$ cat src/rtl/button_step_ctrl.sv
// button_step_ctrl
//   Manual stepping front end for the LED position display. Each raw push-button
//   passes through a two-flop synchronizer and a debounce filter. A shared FSM
//   then steps a position register with wrap-around. Holding one button
//   auto-repeats after an initial delay. Pressing both buttons locks out stepping
//   until both buttons are released.
//
// Ports:
//   clk         system clock, all state updates on the rising edge
//   rst         synchronous, active-high reset
//   btn_up      raw up button (active-high, asynchronous, bouncy)
//   btn_down    raw down button (active-high, asynchronous, bouncy)
//   pos         current position, 0..NUM_POS-1
//   led         one-hot decode of pos
//   step_pulse  one-cycle strobe, high in the cycle pos/led take a new value
module button_step_ctrl #(
    parameter int NUM_POS         = 10,
    parameter int DEBOUNCE_CYCLES = 500000,
    parameter int REPEAT_DELAY    = 25000000,
    parameter int REPEAT_RATE     = 10000000
) (
    input  logic               clk,
    input  logic               rst,
    input  logic               btn_up,
    input  logic               btn_down,
    output logic [3:0]         pos,
    output logic [NUM_POS-1:0] led,
    output logic               step_pulse
);

    localparam int DB_W   = $clog2(DEBOUNCE_CYCLES);
    localparam int REP_MAX = (REPEAT_DELAY > REPEAT_RATE) ? REPEAT_DELAY : REPEAT_RATE;
    localparam int REP_W  = $clog2(REP_MAX + 1);

    localparam logic [DB_W-1:0]    DB_LAST    = DB_W'(DEBOUNCE_CYCLES - 1);
    localparam logic [REP_W-1:0]   DELAY_LAST = REP_W'(REPEAT_DELAY - 1);
    localparam logic [REP_W-1:0]   RATE_LAST  = REP_W'(REPEAT_RATE - 1);
    localparam logic [3:0]         POS_LAST   = 4'(NUM_POS - 1);
    localparam logic [NUM_POS-1:0] LED_ONE    = NUM_POS'(1);

    localparam logic [1:0] IDLE   = 2'd0;
    localparam logic [1:0] DELAY  = 2'd1;
    localparam logic [1:0] REPEAT = 2'd2;
    localparam logic [1:0] LOCK   = 2'd3;

    // Index 0 is the up button and index 1 is the down button.
    logic [1:0]      raw;
    logic [1:0]      sync_p0;
    logic [1:0]      sync_p1;
    logic [1:0]      deb;
    logic [DB_W-1:0] db_cnt [2];

    logic [1:0]       state;
    logic [1:0]       state_nxt;
    logic             dir_up;
    logic             dir_up_nxt;
    logic [REP_W-1:0] rep_cnt;
    logic [REP_W-1:0] rep_cnt_nxt;
    logic             step_req;
    logic             step_up;
    logic [3:0]       pos_nxt;

    logic held_u;
    logic held_d;
    logic held_b;

    assign raw = {btn_down, btn_up};

    // Synchronizer and debounce stage
    always_ff @(posedge clk) begin
        if (rst) begin
            sync_p0 <= 2'b00;
            sync_p1 <= 2'b00;
            deb     <= 2'b00;
            for (int i = 0; i < 2; i++) db_cnt[i] <= '0;
        end else begin
            sync_p0 <= raw;
            sync_p1 <= sync_p0;
            for (int i = 0; i < 2; i++) begin
                if (sync_p1[i] == deb[i]) begin
                    db_cnt[i] <= '0;
                end else if (db_cnt[i] == DB_LAST) begin
                    deb[i]    <= sync_p1[i];
                    db_cnt[i] <= '0;
                end else begin
                    db_cnt[i] <= db_cnt[i] + 1'b1;
                end
            end
        end
    end

    assign held_u = deb[0] & ~deb[1];
    assign held_d = deb[1] & ~deb[0];
    assign held_b = deb[0] & deb[1];

    // Step decision stage
    always_comb begin
        state_nxt   = state;
        dir_up_nxt  = dir_up;
        rep_cnt_nxt = '0;
        step_req    = 1'b0;
        step_up     = dir_up;
        case (state)
            IDLE: begin
                if (held_b) begin
                    state_nxt = LOCK;
                end else if (held_u || held_d) begin
                    step_req   = 1'b1;
                    step_up    = held_u;
                    dir_up_nxt = held_u;
                    state_nxt  = DELAY;
                end
            end
            DELAY, REPEAT: begin
                if (held_b) begin
                    state_nxt = LOCK;
                end else if (!held_u && !held_d) begin
                    state_nxt = IDLE;
                end else if (held_u != dir_up) begin
                    // A direction swap without a release counts as a fresh press.
                    step_req   = 1'b1;
                    step_up    = held_u;
                    dir_up_nxt = held_u;
                    state_nxt  = DELAY;
                end else if (rep_cnt == ((state == DELAY) ? DELAY_LAST : RATE_LAST)) begin
                    step_req  = 1'b1;
                    state_nxt = REPEAT;
                end else begin
                    rep_cnt_nxt = rep_cnt + 1'b1;
                end
            end
            default: begin
                // LOCK is left only when both buttons are up, so releasing one button never steps.
                if (deb == 2'b00) state_nxt = IDLE;
            end
        endcase
    end

    always_comb begin
        pos_nxt = pos;
        if (step_req) begin
            if (step_up) pos_nxt = (pos == POS_LAST) ? 4'd0 : pos + 4'd1;
            else         pos_nxt = (pos == 4'd0) ? POS_LAST : pos - 4'd1;
        end
    end

    // Output register stage
    always_ff @(posedge clk) begin
        if (rst) begin
            state      <= IDLE;
            dir_up     <= 1'b1;
            rep_cnt    <= '0;
            pos        <= 4'd0;
            led        <= LED_ONE;
            step_pulse <= 1'b0;
        end else begin
            state      <= state_nxt;
            dir_up     <= dir_up_nxt;
            rep_cnt    <= rep_cnt_nxt;
            step_pulse <= step_req;
            if (step_req) begin
                pos <= pos_nxt;
                led <= LED_ONE << pos_nxt;
            end
        end
    end

endmodule

$ cat config.mk
export PLATFORM = sky130hd
export DESIGN_NAME = button_step_ctrl
export DESIGN_NICKNAME = d
export VERILOG_FILES = /design/src/rtl/button_step_ctrl.sv
export SDC_FILE = /design/constraint.sdc
export NUM_CORES = 1
export LEC_CHECK = 0
export BUFFER_PORTS_ARGS = -buffer_cell sky130_fd_sc_hd__clkbuf_2
export CAP_MARGIN = 20
export CORE_ASPECT_RATIO = 2
export CORE_MARGIN = 4
export CORE_UTILIZATION = 39
export CTS_CLUSTER_SIZE = 10
export DETAILED_ROUTE_END_ITERATION = 8
export SETUP_SLACK_MARGIN = 0.02
export SLEW_MARGIN = 15
export SYNTH_ARGS = -nofsm -noshare
export SYNTH_HDL_FRONTEND = slang
export SYNTH_SLANG_ARGS = --single-unit
$ cat constraint.sdc
create_clock -name clk -period 3.6 [get_ports clk]
set_input_delay 0.18 -clock clk [delete_from_list [all_inputs] [get_ports clk]]
set_output_delay 0.18 -clock clk [all_outputs]
set_load 0.01 [all_outputs]
==> impl_metrics.toml, run 1 <==
[outcome]
status = "finished clean"

[worst_setup_path]
crit_type = "flop to flop"
arrival_ns = 3.04
reg2reg_slack_ns = 0.82
crit_buf_inv = 1
worstPathCellList = "inv_1, ha_1, nor4bb_1, a31oi_1, or4b_1, a31o_1, or3b_1, a21oi_1"
setup.worst_path.end = "led[8]"
cpPeakStageDelay_ns = 0.57
end_kind = "flop"
path_depth = 8
worst_ep_required_time_ns = 3.86
worstRegToRegCells = 8
worst-path-max-fanout = 28
r2r_start = "state[1]"
critPathTopFamily = "simple AND/OR/NAND/NOR gates"
rr_endpoint = "led[8]"
cp_slowest_cell = "or4b_1"
crit_start = "state[1]"
crit_path_start_kind = "flop"

[floorplan]
dieHeight_um = 158
dieArea_um2 = 13200
initial_core_util_pct = 40.0
num_io_pins = 19
chipWidth_um = 83.2
rows = 54
core_um2 = 11000

[place]
port_buffers = 18
dpl.hpwl_um = 6130
gp_congestion = 0.856

[synth]
yosys_register_bits = 87
synth_edf_count = 38
synth_cell_types = 50
syn_avg_cell_area_um2 = 9.29
synth_flop_cell = "dfxtp_1"
async_flop_share_pct = 0
seq_area_frac_synth_pct = 48.2
yosysWarnings = 0
synth_area_um2 = 4410
netlist_instances = 474

[global_routing]
antenna_found_initial = 0
grt_max_degree = 29
grt_util_all_layers_pct = 13.6
grt_pass1_wl_um = 14700
overflow = 0
grt_pass1_vias = 3401

[sta]
setup_viol = 0
slew_violations = 0
period_share_pct = 77.1
fmax_mhz = 360
timing.clock.skew_ns = 0.0114
tightest_slew_ns = 0.845
slew_headroom_pct = 43.7
fin_tns_setup_ns = 0
rsz0062_at_grt = "false"
period_needed_ns = 2.78
hold_viol = 0

[layout]
area_growth_pct = 14.6
nFillCells = 1064
antenna_cells = 0
layout.nets = 536
drive_gt1_share_pct = 7.39

[power]
ir_drop_v = 0.000326
leakage_nw = 1.77
power_per_cell_area_nw_per_um2 = 444
p_total_w = 0.00224

[cts]
cts_tree = "built"
cts.hold.buffers_added = 0
cts_buffers = 9
cts.sinks = 87
clkLatencyLatePin_ns = 0.34
clkTransAtPathRegs_ns = 0.06
cts_root_buf = "clkbuf_16"
cts.path.max_buffers = 2
cts_setup_buffers = 0
cts-htree-levels = 3
cts_resized = 0

[hold_path]
hp-class = "input pin to flop"
worst_hold_startpoint = "btn_down"

[drt]
num_vias = 3323
ant_nets = 0
drt-total-wl_um = 8520
post_drt_wl_per_cell_um = 12.8
drc_errors = 0
first_iter_violations = 149
via_per_inst = 4.97
dr.pass1.iters = 4

[job]
maxCapViolCount = 0
[worst register-to-register path, cell delays in order, from the launching register on]
cell      delay [ns]
dfxtp_1         0.31
inv_1           0.10
ha_1            0.23
nor4bb_1        0.31
a31oi_1         0.06
or4b_1          0.57
a31o_1          0.52
or3b_1          0.46
a21oi_1         0.14
[cells in the mapped netlist, types with 2 or more instances]
cell type  number  area share (%)
nand2_1        35             3.0
mux2_2          3            0.77
a211oi_1        2            0.34
nand3_1        33             3.7
or3_1           6            0.85
buf_6           2            0.51
nor2b_1        10             1.4
and4_1          2            0.40
buf_2           2            0.23
a22oi_1         2            0.34
and2_1          2            0.28
a21oi_1        10             1.1
nor4_1          3            0.43
inv_1          17             1.4
and4b_1         2            0.45
a2bb2oi_1       2            0.40
edfxtp_1       38              26
xnor2_1        30             6.0
o41ai_1         4            0.80
xor2_1         32             6.4
ha_1            9             2.6
nand3b_1        4            0.68
dfxtp_1        49              22
nor3_1         10             1.1
nor3b_1         2            0.34
and3_1          8             1.1
nand2b_1        2            0.28
nor4bb_1        2            0.45
nand4_1        17             2.4
clkbuf_1       11            0.94
mux2i_1         4            0.91
buf_1           3            0.26
o21ai_0         8            0.91
a32oi_1         2            0.40
nor2_1         90             7.7
a21o_1          2            0.34
[cell usage in the layout, fill, tap and decap left out, types with 18 or more instances in the layout]
| master | count |
|---|---|
| edfxtp_1 | 38 |
| clkbuf_2 | 18 |
| nand2_1 | 35 |
| dfxtp_1 | 49 |
| nand3_1 | 33 |
| nor2_1 | 90 |
| xor2_1 | 32 |
| conb_1 | 38 |
| xnor2_1 | 30 |
[cells by family after synthesis]
group	synth area share [%]
and+or+nand+nor	25.6
DFF	48.2
xor gates and xnor gates	12.3
AOI/OAI and AO/OA	6.13
buffers and inverters	3.46
adders and majority gates	2.56
muxes	1.68
other	0.0851
[power breakdown]
| group | internal, W | total, W | switching [W] | leakage [nW] |
|---|---|---|---|---|
| registers | 0.00106 | 0.00108 | 0.0000285 | 0.788 |
| clock network | 0.000607 | 0.000988 | 0.000382 | 0.152 |
| logic | 0.0000697 | 0.000168 | 0.0000980 | 0.832 |
[state kept, by name, summed over array words and instances (netlist names)]
signal / count
dir_up: 1
step_pulse: 1
pos: 4
db_cnt: 38
sync_p0: 2
sync_p1: 2
deb: 2
led: 10
state: 2
rep_cnt: 25
[through the flow]
step | util, % | hold WS, ns | area (um^2) | worst slack (ns) | std cells
3_5_place_dp | 43.0 | 0.406 | 4730 | 0.816 | 652
3_3_place_gp | 43.0 | 0.401 | 4730 | 0.919 | 652
4_1_cts | 45.8 | 0.0543 | 5050 | 0.811 | 668
2_1_floorplan | - | 0.308 | 4540 | 1.21 | 511
6_report | 45.8 | 0.0623 | 5050 | 0.825 | 668
5_1_grt | 45.8 | 0.0648 | 5050 | 0.662 | 668
[layer usage]
layer	share of wire, %	wire, um	track usage (%)
met2	55	4650	26.2
met5	0	0	0
met4	1.9	165	6.31
met1	41	3530	13.9
met3	2.0	172	2.95
[how the worst min path moves through the flow]
| stage | endpoint | depth (start not counted) |
|---|---|---|
| CTS | sync_p0[0] | 2 |
| detailed placement | sync_p0[0] | 2 |
| floorplan | sync_p0[0] | 1 |
| global route | sync_p0[1] | 2 |
| finish | sync_p0[1] | 2 |
| global placement | sync_p0[0] | 2 |
[final cells by class]
class	count	area, um^2	share of cell area [%]
Multi-Input combinational cell	388	2270	45.0
Sequential cell	87	2120	42.0
Clock buffer	10	229	4.54
Tap cell	140	175	3.47
Timing Repair Buffer	19	97.6	1.93
Clock inverter	6	86.3	1.71
Inverter	18	67.6	1.34
Power figures use the tool's default switching activity.
==> run 2, diff against run 1 <==
- ABC_AREA: unset -> 1
- clock period: 3.6 -> 2.69 ns (I/O delays scaled with it)
==> impl_metrics.toml, run 2 <==
[worst_setup_path]
worst_ep_required_time_ns = 2.96
crit_start = "state[1]"
worst-path-max-fanout = 20
r2r_start = "state[1]"
arrival_ns = 2.58
end_kind = "flop"
crit_type = "flop to flop"
crit_path_start_kind = "flop"

[drt]
via_per_inst = 4.89
drt-total-wl_um = 9340
num_vias = 3860
dr.pass1.iters = 4
first_iter_violations = 204
ant_nets = 0
post_drt_wl_per_cell_um = 11.8
drc_errors = 0

[cts]
cts_buffers = 9
cts_tree = "built"
cts-htree-levels = 3
clkTransAtPathRegs_ns = 0.06
cts.sinks = 87
clkLatencyLatePin_ns = 0.34
cts_root_buf = "clkbuf_16"
cts.path.max_buffers = 2

[floorplan]
core_um2 = 11400
dieHeight_um = 161
rows = 55
dieArea_um2 = 13700
initial_core_util_pct = 40.2
chipWidth_um = 84.7
num_io_pins = 19

[synth]
synth_area_um2 = 4590
yosysWarnings = 0
synth_flop_cell = "dfxtp_1"
syn_avg_cell_area_um2 = 7.92
synthTopCellsByArea = "edfxtp_1 (25%), dfxtp_1 (21%), nand2_1 (8.2%), inv_1 (6.9%), nor2_1 (6.5%)"
synth_edf_count = 38
seq_area_frac_synth_pct = 46.2
synth_cell_types = 39
yosysMostFrequentCell = "nand2_1"
synthTopCellsByCount = "nand2_1 (100), inv_1 (85), nor2_1 (80), dfxtp_1 (49), a21oi_1 (40)"
netlist_instances = 580
yosys.area.top_type_share_pct = 24.9
yosysTopAreaCell = "edfxtp_1"
yosys_register_bits = 87
async_flop_share_pct = 0

[layout]
layout.nets = 655
final_cell_mix = "nand2_1 (100), inv_1 (85), nor2_1 (80), dfxtp_1 (49), a21oi_1 (40)"
largest_register_ffs = 38
regMostFlops = "db_cnt"
reg_top3 = "db_cnt (38), rep_cnt (25), led (10)"
nFillCells = 1172
finalInstanceArea_um2 = 5320
drive_gt1_share_pct = 11.1
antenna_cells = 0
final_common_cell = "nand2_1"
area_growth_pct = 15.8

[sta]
timing.clock.skew_ns = 0.00730
slew_violations = 0
rsz0062_at_grt = "false"
period_needed_ns = 2.31
period_share_pct = 85.9
fmax_mhz = 433
fin_tns_setup_ns = 0
tightest_slew_ns = 0.641
setup_viol = 0
hold_viol = 0
slew_headroom_pct = 57.2

[global_routing]
antenna_found_initial = 0
grt_pass1_vias = 3792
overflow = 0
grt_max_degree = 25
grt_pass1_wl_um = 16500
grt_util_all_layers_pct = 14.6

[job]
maxCapViolCount = 0

[outcome]
status = "finished clean"

[place]
port_buffers = 18
placed_cell_area_um2 = 4970
dpl.hpwl_um = 7140
gp_congestion = 0.855

[hold_path]
hp-class = "input pin to flop"
worst_hold_startpoint = "rst"

[power]
ir_drop_v = 0.000442
power_per_cell_area_nw_per_um2 = 607
leakage_nw = 2.13
-- run 2: cell types whose count changed in the layout (fill, tap and decap cells not counted), sizes merged, moves of 6 or more --
cell,before,now
nand2,35,114
inv,17,88
a21oi,10,40
xnor2,30,5
nor3,10,28
xor2,32,14
o21ai,8,20
nor2b,10,0
and3,8,0
nor3b,2,8
or3,6,0
-- run 2: worst max-delay path: stages (launching register included) --
cell and delay [ns]:
dfxtp_1 0.31, inv_1 0.09, ha_1 0.26, nand3_1 0.11, o21ai_0 0.17, nand3_1 0.12
o21bai_2 0.15, nand2_1 0.08, nand2_2 0.09, nand2_2 0.25, nand2_1 0.16, nand2_2 0.14
nor2_2 0.15, nand2_1 0.06, a21oi_1 0.11
-- run 2: power breakdown --
part / switching (W) / leakage (nW) / internal [W] / total (W)
Clock: 0.000517 / 0.154 / 0.000802 / 0.00132
Combinational: 0.000297 / 1.19 / 0.000140 / 0.000437
Sequential: 0.0000449 / 0.788 / 0.00143 / 0.00147
Total: 0.000859 / 2.13 / 0.00237 / 0.00323
-- run 2: cell type report --
| cell class | count | area [um^2] | area share (%) |
|---|---|---|---|
| sequential | 87 | 2120 | 39.9 |
| multi-input combinational | 434 | 2240 | 42.2 |
| timing repair buffer | 22 | 125 | 2.35 |
| clock inverter | 4 | 51.3 | 0.965 |
| clock buffer | 12 | 268 | 5.04 |
| inverter | 88 | 330 | 6.21 |
| tap | 142 | 178 | 3.34 |
-- run 2: cell families after synthesis --
kind of cell             share of synthesized area, %
adder cells (fa/ha/maj)                          2.45
flip-flops                                       46.2
other                                          0.0817
buffers and inverters                            8.09
AND/OR/NAND/NOR                                  30.4
XOR/XNOR                                         3.62
AO/OA/AOI/OAI                                    9.13
-- run 2: path summary, 6_finish.rpt --
kind / to / slack (ns) / cells past startpoint
max: led[6] / 0.38 / 14
max reg2reg: led[6] / 0.38 / 14
min: sync_p1[1] / 0.33 / 2
min reg2reg: sync_p1[1] / 0.40 / 2
-- run 2: what timing repair did --
item / 4_1_cts / 5_1_grt
hold buffers: 2 / 0
gates resized for setup: 0 / 1
setup endpoints to repair: 0 / 2
setup buffers: 0 / 0
endpoints found under the hold margin: 2 / 0
-- run 2: stage by stage --
| stage | cells | total power, W | util (%) | hold WS [ns] | worst slack (ns) |
|---|---|---|---|---|---|
| global placement | 771 | 0.00191 | 43.5 | 0.335 | 0.298 |
| finish | 789 | 0.00323 | 46.5 | 0.327 | 0.381 |
| CTS | 789 | 0.00325 | 46.5 | 0.325 | 0.201 |
| global route | 789 | 0.00340 | 46.5 | 0.347 | 0.0738 |
| floorplan | 617 | 0.00184 | - | 0.213 | 0.716 |
| detailed placement | 771 | 0.00193 | 43.5 | 0.344 | 0.198 |
-- run 2: metal layers --
| layer | GRT usage (%) | vias to the layer above | wire, um |
|---|---|---|---|
| met4 | 6.84 | 0 | 238 |
| li1 | - | 1997 | - |
| met3 | 2.65 | 19 | 208 |
| met2 | 27.0 | 50 | 5140 |
| met1 | 15.6 | 1794 | 3750 |
| met5 | 0 | - | 0 |
